===== src/rtl/mst_imp_wr_fill.sv =====
// AXI4-lite write master that fills a HSIZE x VSIZE rectangle, one beat per pixel.
// AW and W run independently; AW is throttled by the number of unanswered writes.
module mst_imp_wr_fill #(
   parameter int DW       = 32,
   parameter int AW       = 32,
   parameter int CW       = 8,
   parameter int MAX_OUTS = 4
) (
   input  logic            clk,
   input  logic            rst,
   output logic            mem_axi_awvalid,
   input  logic            mem_axi_awready,
   output logic [AW-1:0]   mem_axi_awaddr,
   output logic [2:0]      mem_axi_awprot,
   output logic            mem_axi_wvalid,
   input  logic            mem_axi_wready,
   output logic [DW-1:0]   mem_axi_wdata,
   output logic [DW/8-1:0] mem_axi_wstrb,
   input  logic            mem_axi_bvalid,
   input  logic [1:0]      mem_axi_bresp,
   output logic            mem_axi_bready,
   input  logic [CW-1:0]   IMP_HSIZE,
   input  logic [CW-1:0]   IMP_VSIZE,
   input  logic [AW-1:0]   IMP_DST_BADDR,
   input  logic [AW-1:0]   IMP_ADR_PITCH,
   input  logic [1:0]      IMP_MODE,
   input  logic [DW-1:0]   IMP_FILL_DATA,
   input  logic            IMP_ST,
   output logic            IMP_BUSY,
   output logic            IMP_DONE,
   output logic            IMP_ERR,
   input  logic            IMP_ERR_CLR,
   output logic [1:0]      o_dbg_state
);

   localparam int BPB = DW / 8;
   localparam int NW  = 2 * CW;
   localparam int OW  = 4;

   typedef enum logic [1:0] {S_IDLE, S_RUN, S_DRAIN, S_DONE} state_t;

   state_t          r_state, w_state_nxt;
   logic [CW-1:0]   r_hsize;
   logic [NW-1:0]   r_total;
   logic [AW-1:0]   r_pitch;
   logic [1:0]      r_mode;
   logic [DW-1:0]   r_fill;
   logic            r_aw_pend;
   logic [CW-1:0]   r_aw_x;
   logic [NW-1:0]   r_aw_n;
   logic [AW-1:0]   r_line_base;
   logic [AW-1:0]   r_awaddr;
   logic            r_wvalid;
   logic [CW-1:0]   r_w_x;
   logic [CW-1:0]   r_w_y;
   logic [NW-1:0]   r_w_n;
   logic [DW-1:0]   r_wdata;
   logic [OW-1:0]   r_outs;
   logic            r_done;
   logic            r_err;

   logic            w_aw_hs, w_w_hs, w_b_hs;
   logic            w_aw_last, w_w_last;
   logic            w_start, w_nonzero;
   logic            w_w_wrap;
   logic [CW-1:0]   w_wx_nxt, w_wy_nxt;
   logic [OW-1:0]   w_outs_nxt;

   function automatic logic [DW-1:0] f_data(input logic [1:0] mode, input logic [DW-1:0] fill,
                                            input logic [NW-1:0] n, input logic [CW-1:0] x,
                                            input logic [CW-1:0] y);
      logic [DW-1:0] v;
      v = fill;
      case (mode)
         2'd1: v = fill + DW'(n);
         2'd2: begin
            v = '0;
            v[CW-1:0]    = x;
            v[2*CW-1:CW] = y;
         end
         default: v = fill;
      endcase
      return v;
   endfunction

   // A B response with nothing outstanding is a protocol violation and is dropped.
   assign w_b_hs    = mem_axi_bvalid && (r_outs != '0);
   assign mem_axi_awvalid = r_aw_pend && ((r_outs != OW'(MAX_OUTS)) || w_b_hs);
   assign w_aw_hs   = mem_axi_awvalid && mem_axi_awready;
   assign w_w_hs    = r_wvalid && mem_axi_wready;
   assign w_aw_last = (r_aw_n == r_total - NW'(1));
   assign w_w_last  = (r_w_n == r_total - NW'(1));
   assign w_start   = (r_state == S_IDLE) && IMP_ST;
   assign w_nonzero = (IMP_HSIZE != '0) && (IMP_VSIZE != '0);
   assign w_w_wrap  = (r_w_x == r_hsize - CW'(1));
   assign w_wx_nxt  = w_w_wrap ? '0 : r_w_x + CW'(1);
   assign w_wy_nxt  = w_w_wrap ? r_w_y + CW'(1) : r_w_y;

   always_comb begin
      w_outs_nxt = r_outs;
      if (w_aw_hs && !w_b_hs)
         w_outs_nxt = r_outs + OW'(1);
      else if (!w_aw_hs && w_b_hs)
         w_outs_nxt = r_outs - OW'(1);
   end

   always_comb begin
      w_state_nxt = r_state;
      case (r_state)
         S_IDLE:  if (IMP_ST) w_state_nxt = w_nonzero ? S_RUN : S_DONE;
         S_RUN:   if ((!r_aw_pend || (w_aw_hs && w_aw_last)) &&
                      (!r_wvalid || (w_w_hs && w_w_last)))
                     w_state_nxt = S_DRAIN;
         S_DRAIN: if (w_outs_nxt == '0) w_state_nxt = S_DONE;
         default: w_state_nxt = S_IDLE;
      endcase
   end

   always_ff @(posedge clk) begin
      if (rst)
         r_state <= S_IDLE;
      else
         r_state <= w_state_nxt;
   end

   always_ff @(posedge clk) begin
      if (rst) begin
         r_hsize <= '0;  r_total <= '0;  r_pitch <= '0;  r_mode <= '0;  r_fill <= '0;
         r_aw_pend <= 1'b0;  r_aw_x <= '0;  r_aw_n <= '0;  r_line_base <= '0;  r_awaddr <= '0;
         r_wvalid <= 1'b0;  r_w_x <= '0;  r_w_y <= '0;  r_w_n <= '0;  r_wdata <= '0;
         r_outs <= '0;  r_done <= 1'b0;  r_err <= 1'b0;
      end else begin
         r_outs <= w_outs_nxt;
         r_done <= (r_state == S_DONE);
         if (w_b_hs && (mem_axi_bresp != 2'b00))
            r_err <= 1'b1;
         else if (IMP_ERR_CLR)
            r_err <= 1'b0;

         if (w_start) begin
            r_hsize     <= IMP_HSIZE;
            r_total     <= NW'(IMP_HSIZE) * NW'(IMP_VSIZE);
            r_pitch     <= IMP_ADR_PITCH;
            r_mode      <= IMP_MODE;
            r_fill      <= IMP_FILL_DATA;
            r_aw_pend   <= w_nonzero;
            r_aw_x      <= '0;
            r_aw_n      <= '0;
            r_line_base <= IMP_DST_BADDR;
            r_awaddr    <= IMP_DST_BADDR;
            r_wvalid    <= w_nonzero;
            r_w_x       <= '0;
            r_w_y       <= '0;
            r_w_n       <= '0;
            r_wdata     <= f_data(IMP_MODE, IMP_FILL_DATA, '0, '0, '0);
         end else begin
            if (w_aw_hs) begin
               if (w_aw_last) begin
                  r_aw_pend <= 1'b0;
               end else begin
                  r_aw_n <= r_aw_n + NW'(1);
                  if (r_aw_x != r_hsize - CW'(1)) begin
                     r_aw_x   <= r_aw_x + CW'(1);
                     r_awaddr <= r_awaddr + AW'(BPB);
                  end else begin
                     r_aw_x      <= '0;
                     r_line_base <= r_line_base + r_pitch;
                     r_awaddr    <= r_line_base + r_pitch;
                  end
               end
            end
            if (w_w_hs) begin
               if (w_w_last) begin
                  r_wvalid <= 1'b0;
               end else begin
                  r_w_n   <= r_w_n + NW'(1);
                  r_w_x   <= w_wx_nxt;
                  r_w_y   <= w_wy_nxt;
                  r_wdata <= f_data(r_mode, r_fill, r_w_n + NW'(1), w_wx_nxt, w_wy_nxt);
               end
            end
         end
      end
   end

   assign mem_axi_awaddr = r_awaddr;
   assign mem_axi_awprot = 3'b000;
   assign mem_axi_wvalid = r_wvalid;
   assign mem_axi_wdata  = r_wdata;
   assign mem_axi_wstrb  = '1;
   assign mem_axi_bready = 1'b1;
   assign IMP_BUSY       = (r_state != S_IDLE);
   assign IMP_DONE       = r_done;
   assign IMP_ERR        = r_err;
   assign o_dbg_state    = r_state;

endmodule


===== config.mk =====
export PLATFORM = sky130hd
export DESIGN_NAME = mst_imp_wr_fill
export DESIGN_NICKNAME = d
export VERILOG_FILES = /design/src/rtl/mst_imp_wr_fill.sv
export SDC_FILE = /design/constraint.sdc
export NUM_CORES = 1
export LEC_CHECK = 0
export BUFFER_PORTS_ARGS = -buffer_cell sky130_fd_sc_hd__buf_4
export CORE_UTILIZATION = 54
export DETAILED_ROUTE_END_ITERATION = 8
export HOLD_SLACK_MARGIN = 0.03
export PLACE_DENSITY = 0.88
export SKIP_CTS_REPAIR_TIMING = 1
export SLEW_MARGIN = 20
export SYNTH_ARGS = -nofsm -noshare
export SYNTH_HDL_FRONTEND = slang
export SYNTH_SLANG_ARGS = --single-unit

===== constraint.sdc =====
create_clock -name clk -period 4.9 [get_ports clk]
set_input_delay 0.98 -clock clk [delete_from_list [all_inputs] [get_ports clk]]
set_output_delay 0.98 -clock clk [all_outputs]
set_load 0.02 [all_outputs]

=== Word-level counts from Yosys, hierarchy flattened ===
Index checks and enable logic that the tools add are counted.

* Word-level logic and storage cells: 122
* Input port bits: 123
* Flip-flop bits (word level): 252

* Add/subtract/negate cells: 12
* Multipliers: 1
* Equality and inequality tests: 17
* Muxes and demuxes: 31
* Reductions and logical operators: 40
* Bitwise gates (word level): 2

{| class="wikitable"
|+ Operators with widths
! kind !! count
|-
| 32-bit two-way mux || 12
|-
| 32-bit case mux with 2 select lines || 1
|-
| 16-bit by 1-bit adder with 16-bit output, second input constant || 2
|-
| 32-bit by 16-bit adder with 32-bit output || 1
|-
| 32-bit by 3-bit adder with 32-bit output, second input constant || 1
|-
| 32-bit adder || 1
|-
| 16-bit == test || 2
|-
| 8-bit by 1-bit adder with 8-bit output, second input constant || 3
|-
| 8-bit two-way mux || 3
|-
| 8-bit by 8-bit multiplier with 16-bit output || 1
|-
| 8-bit nonzero test || 2
|-
| 16-bit by 1-bit subtractor with 16-bit output, second input constant || 1
|-
| 2-bit nonzero test || 7
|-
| 1-bit logical AND || 12
|-
| 2-bit AND reduction || 6
|-
| 2-bit == test, second input constant || 4
|-
| 8-bit == test || 1
|-
| 1-bit two-way mux || 8
|-
| 2-bit two-way mux || 4
|-
| 4-bit two-way mux || 2
|-
| 2-bit != test, second input constant || 4
|-
| 8-bit != test || 1
|-
| 8-bit by 1-bit subtractor with 8-bit output, second input constant || 1
|-
| 2-bit case mux with 3 select lines || 1
|-
| 13 further kinds || 22
|}

=== Logic depth before layout (Yosys ltp) ===
* Depth in word-level cells: 12
* Mapped depth: 19

=== Least setup slack after synthesis ===
No wires, ideal clock.

* Kind: input to register
* Start point: in IMP_HSIZE[0]
* End point: reg r_total[13]
* Data arrival time: 4814 ps
* Cell stages on the path: 17
* Setup time: 70 ps
* Required time: 4830 ps
* Setup slack: 16 ps
* Cell sequence: clkbuf_1 nand2_1 fa_1 fa_1 inv_1 fa_1 inv_1 fa_1 inv_1 ha_1 a21boi_0 o21ai_0 a21oi_1 a211oi_1 xnor2_1 nand2_1 a21oi_1

* Longest elaborated chain between the ends: 1

{| class="wikitable"
|+ RTL lines
! what !! RTL line !! text
|-
| from (decl) || 22 || <nowiki>input logic [CW-1:0] IMP_HSIZE,</nowiki>
|-
| 8-bit by 8-bit multiplier with 16-bit output || 142 || <nowiki>r_total <= NW'(IMP_HSIZE) * NW'(IMP_VSIZE);</nowiki>
|-
| to (signal assigned) || 142 ||
|-
| to (decl) || 44 || <nowiki>logic [NW-1:0] r_total;</nowiki>
|}

Every way passes these cells.
A chain may end at the register's enable or synchronous reset.

=== Final worst setup path ===
* Start point: in IMP_VSIZE[4]
* End point: reg r_total[15]

* Longest elaborated chain between the ends: 1

{| class="wikitable"
|+ RTL lines
! what !! RTL line !! text
|-
| from (decl) || 23 || <nowiki>input logic [CW-1:0] IMP_VSIZE,</nowiki>
|-
| 8-bit by 8-bit multiplier with 16-bit output || 142 ||
|}

Every way passes these cells.

==> impl_metrics.toml <==
[global_routing]
grt_max_degree = 93
antenna_found_initial = 1
grt_use_total_pct = 30.8
grt_pass1_wl_um = 86200
grt-ovfl-total = 0
grt_pass1_vias = 17400

[hold_path]
hp-class = "reg2reg"

[finish]
drive_gt1_share_pct = 13.7
final_cells = 2945
final_area_sq_um = 21100
fillers = 2717
area_delta_synth_final_pct = 16.7
nets = 2740
seq_area_sq_um = 5040
multi_input_area_sq_um = 12100
fin_util_pct = 64.4

[drt]
routed_via_density = 6.10
drc = 0
postRouteAntennaNets = 0
wl_um = 53500
drt_iter0_markers = 2082
drtPass1Iterations = 6
vias = 18000
wl_per_cell_um = 18.2

[sta]
post-route-period-util_pct = 95.6
setup_viol = 0
hold_viol = 0
setup_ws_ns = 0.216
worst_pin_slew_ns = 1.13
rsz0062_at_grt = "no"
slew_violations = 0
finalClockSkew_ns = 0.0169
fin_setup_tns_ns = 0
worst_hold_slack_ns = 0.458
slew_headroom_pct = 24.4
max_freq_mhz = 213
fin_crit_ns = 4.68

[logic_synthesis]
async_flop_share_pct = 0
synth_top_area_share_pct = 28.0
synth_top_cells_by_area = "dfxtp_1, nand2_1, ha_1"
ys_warn_count = 0
syn_area_per_cell_sq_um = 7.72
synth_area_sq_um = 18000
yosysTopAreaCell = "dfxtp_1"
synth_cell_types = 91
synth_edf_count = 0
synth_ff_type = "dfxtp_1"
synth-seq-cells = 252
seq_area_frac_synth_pct = 28.0
syn_inst = 2338

[placement]
placed_cells = 2890
dpl_cell_area_sq_um = 19900
io_buffers = 193
routabilityCongestion = 0.988
dp_slack_ns = -0.260
hpwlAfterDp_um = 38800

[clocking]
numCtsBuffers = 29
clk_path_buf_depth = 3
cts_tree = "built"
clock-sinks = 252
clk_pin_slew_worst_paths_ns = 0.06
cts_max_level = 1
cts-root-buf = "clkbuf_16"
insertion_delay_ns = 0.57

[critical_path]
end_kind = "register"
required_ns = 5.34
arrival_ns = 5.12
critical-path-max-stage-delay_ns = 0.56
cp_max_fo = 5
crit_path_start_kind = "input pin"
crit_chain = "buf_4, and2_1, fa_1, fa_1, inv_1, fa_1, fa_1, inv_1, ha_1, o21ai_0, a21boi_0, o21ai_0, a21oi_1, a21oi_1, a21oi_1, xnor2_1, a21oi_1"
path_class = "in2reg"
cp_slowest_cell = "fa_1"

[floorplanning]
chipWidth_um = 185
start_util_pct = 55.2
fp.dieH_um = 185
die_area_sq_um = 34100
io_pins = 202
num_rows = 66
core_area_sq_um = 32700

[power_and_ir_drop]
leakage_nw = 8.92
p_total_mw = 10.7
ir_drop_mv = 0.364
power.density_nw_per_um2 = 507

[flow_run]
max_cap_violations = 0

[status]
status = "complete, no violations"
[metal layers]
layer  up-vias  wire [um]  track usage (%)  part of all wire, %
met3       159       4690             5.07                  8.8
met5         -          0                0                    0
li1       8421          -                -                    -
met1      8534      22400             41.3                   42
met4         0       1920             11.9                  3.6
met2       843      24400             49.5                   46
[layout by cell type, fill, tap and decap left out, types with 17 or more instances in the layout]
cell type  count
clkbuf_16     29
and2_1        63
nand2b_1      17
ha_1         100
a21o_1        18
and3_1        35
dfxtp_1      252
o21ai_0       89
buf_4        244
nand4_1       30
nand3_1       75
nor2b_1       28
inv_1         97
xor2_1        81
nor2_1       218
nor3_1        79
nor4_1        17
a211oi_1      36
fa_1          38
a31oi_1       21
nand2_1      333
a21oi_1      204
xnor2_1      105
[registers in the layout (all words and copies together), names as in the netlist, 2 cells and up]
name and flops:
r_w_n 16, r_mode 2, o_dbg_state 2, r_aw_n 16, r_aw_x 8, r_pitch 32, mem_axi_awaddr 32, r_line_base 32
mem_axi_wdata 32, r_total 16, r_hsize 8, r_w_x 8, r_fill 32, r_outs 4, r_w_y 8
[kinds of logic after synthesis]
logic type / Yosys count / share of synthesized area [%]
and+or+nand+nor: 960 / 25.1
AOI/OAI and AO/OA: 536 / 19.2
DFF: 252 / 28.0
buffers and inverters: 238 / 5.35
xor gates and xnor gates: 196 / 10.3
adders and majority gates: 139 / 11.2
muxes: 15 / 0.853
other: 2 / 0.0416
[worst max-delay path, delay by kind of cell]
family / cells / cell delay [ns]
adder cells (fa/ha/maj): 5 / 2.35
AO/OA/AOI/OAI: 7 / 1.26
buffers and inverters: 3 / 0.22
AND/OR/NAND/NOR: 1 / 0.17
XOR/XNOR: 1 / 0.14
[power by group]
group	internal (mW)	switching (mW)
Sequential	2.49	0.469
Clock	1.69	0.960
Combinational	2.00	3.08
[worst paths after layout]
kind	startpoint	endpoint	slack, ns	cells after the start
worst max-delay path	IMP_VSIZE[4]	r_total[15]	0.22	17
worst min-delay path	r_fill[30]	r_fill[30]	0.46	2
worst max register to register	r_w_n[0]	mem_axi_wdata[24]	0.36	18
worst min register to register	r_fill[30]	r_fill[30]	0.46	2
[synthesized netlist by cell type, types with 37 or more instances]
cell type,number
nand2_1,334
dfxtp_1,252
nor2_1,218
a21oi_1,204
clkbuf_1,111
xnor2_1,105
ha_1,100
inv_1,97
o21ai_0,89
xor2_1,81
nor3_1,79
nand3_1,75
and2_1,64
fa_1,38
a211oi_1,37
[final cells by class]
cell class / count / share of cell area (%)
multi-input combinational: 1854 / 57.4
clock inverter: 19 / 1.70
clock buffer: 35 / 3.79
sequential: 252 / 24.0
timing repair buffer: 245 / 8.79
antenna: 1 / 0.0119
tap: 442 / 2.63
inverter: 97 / 1.73
Power figures use the tool's default switching activity.
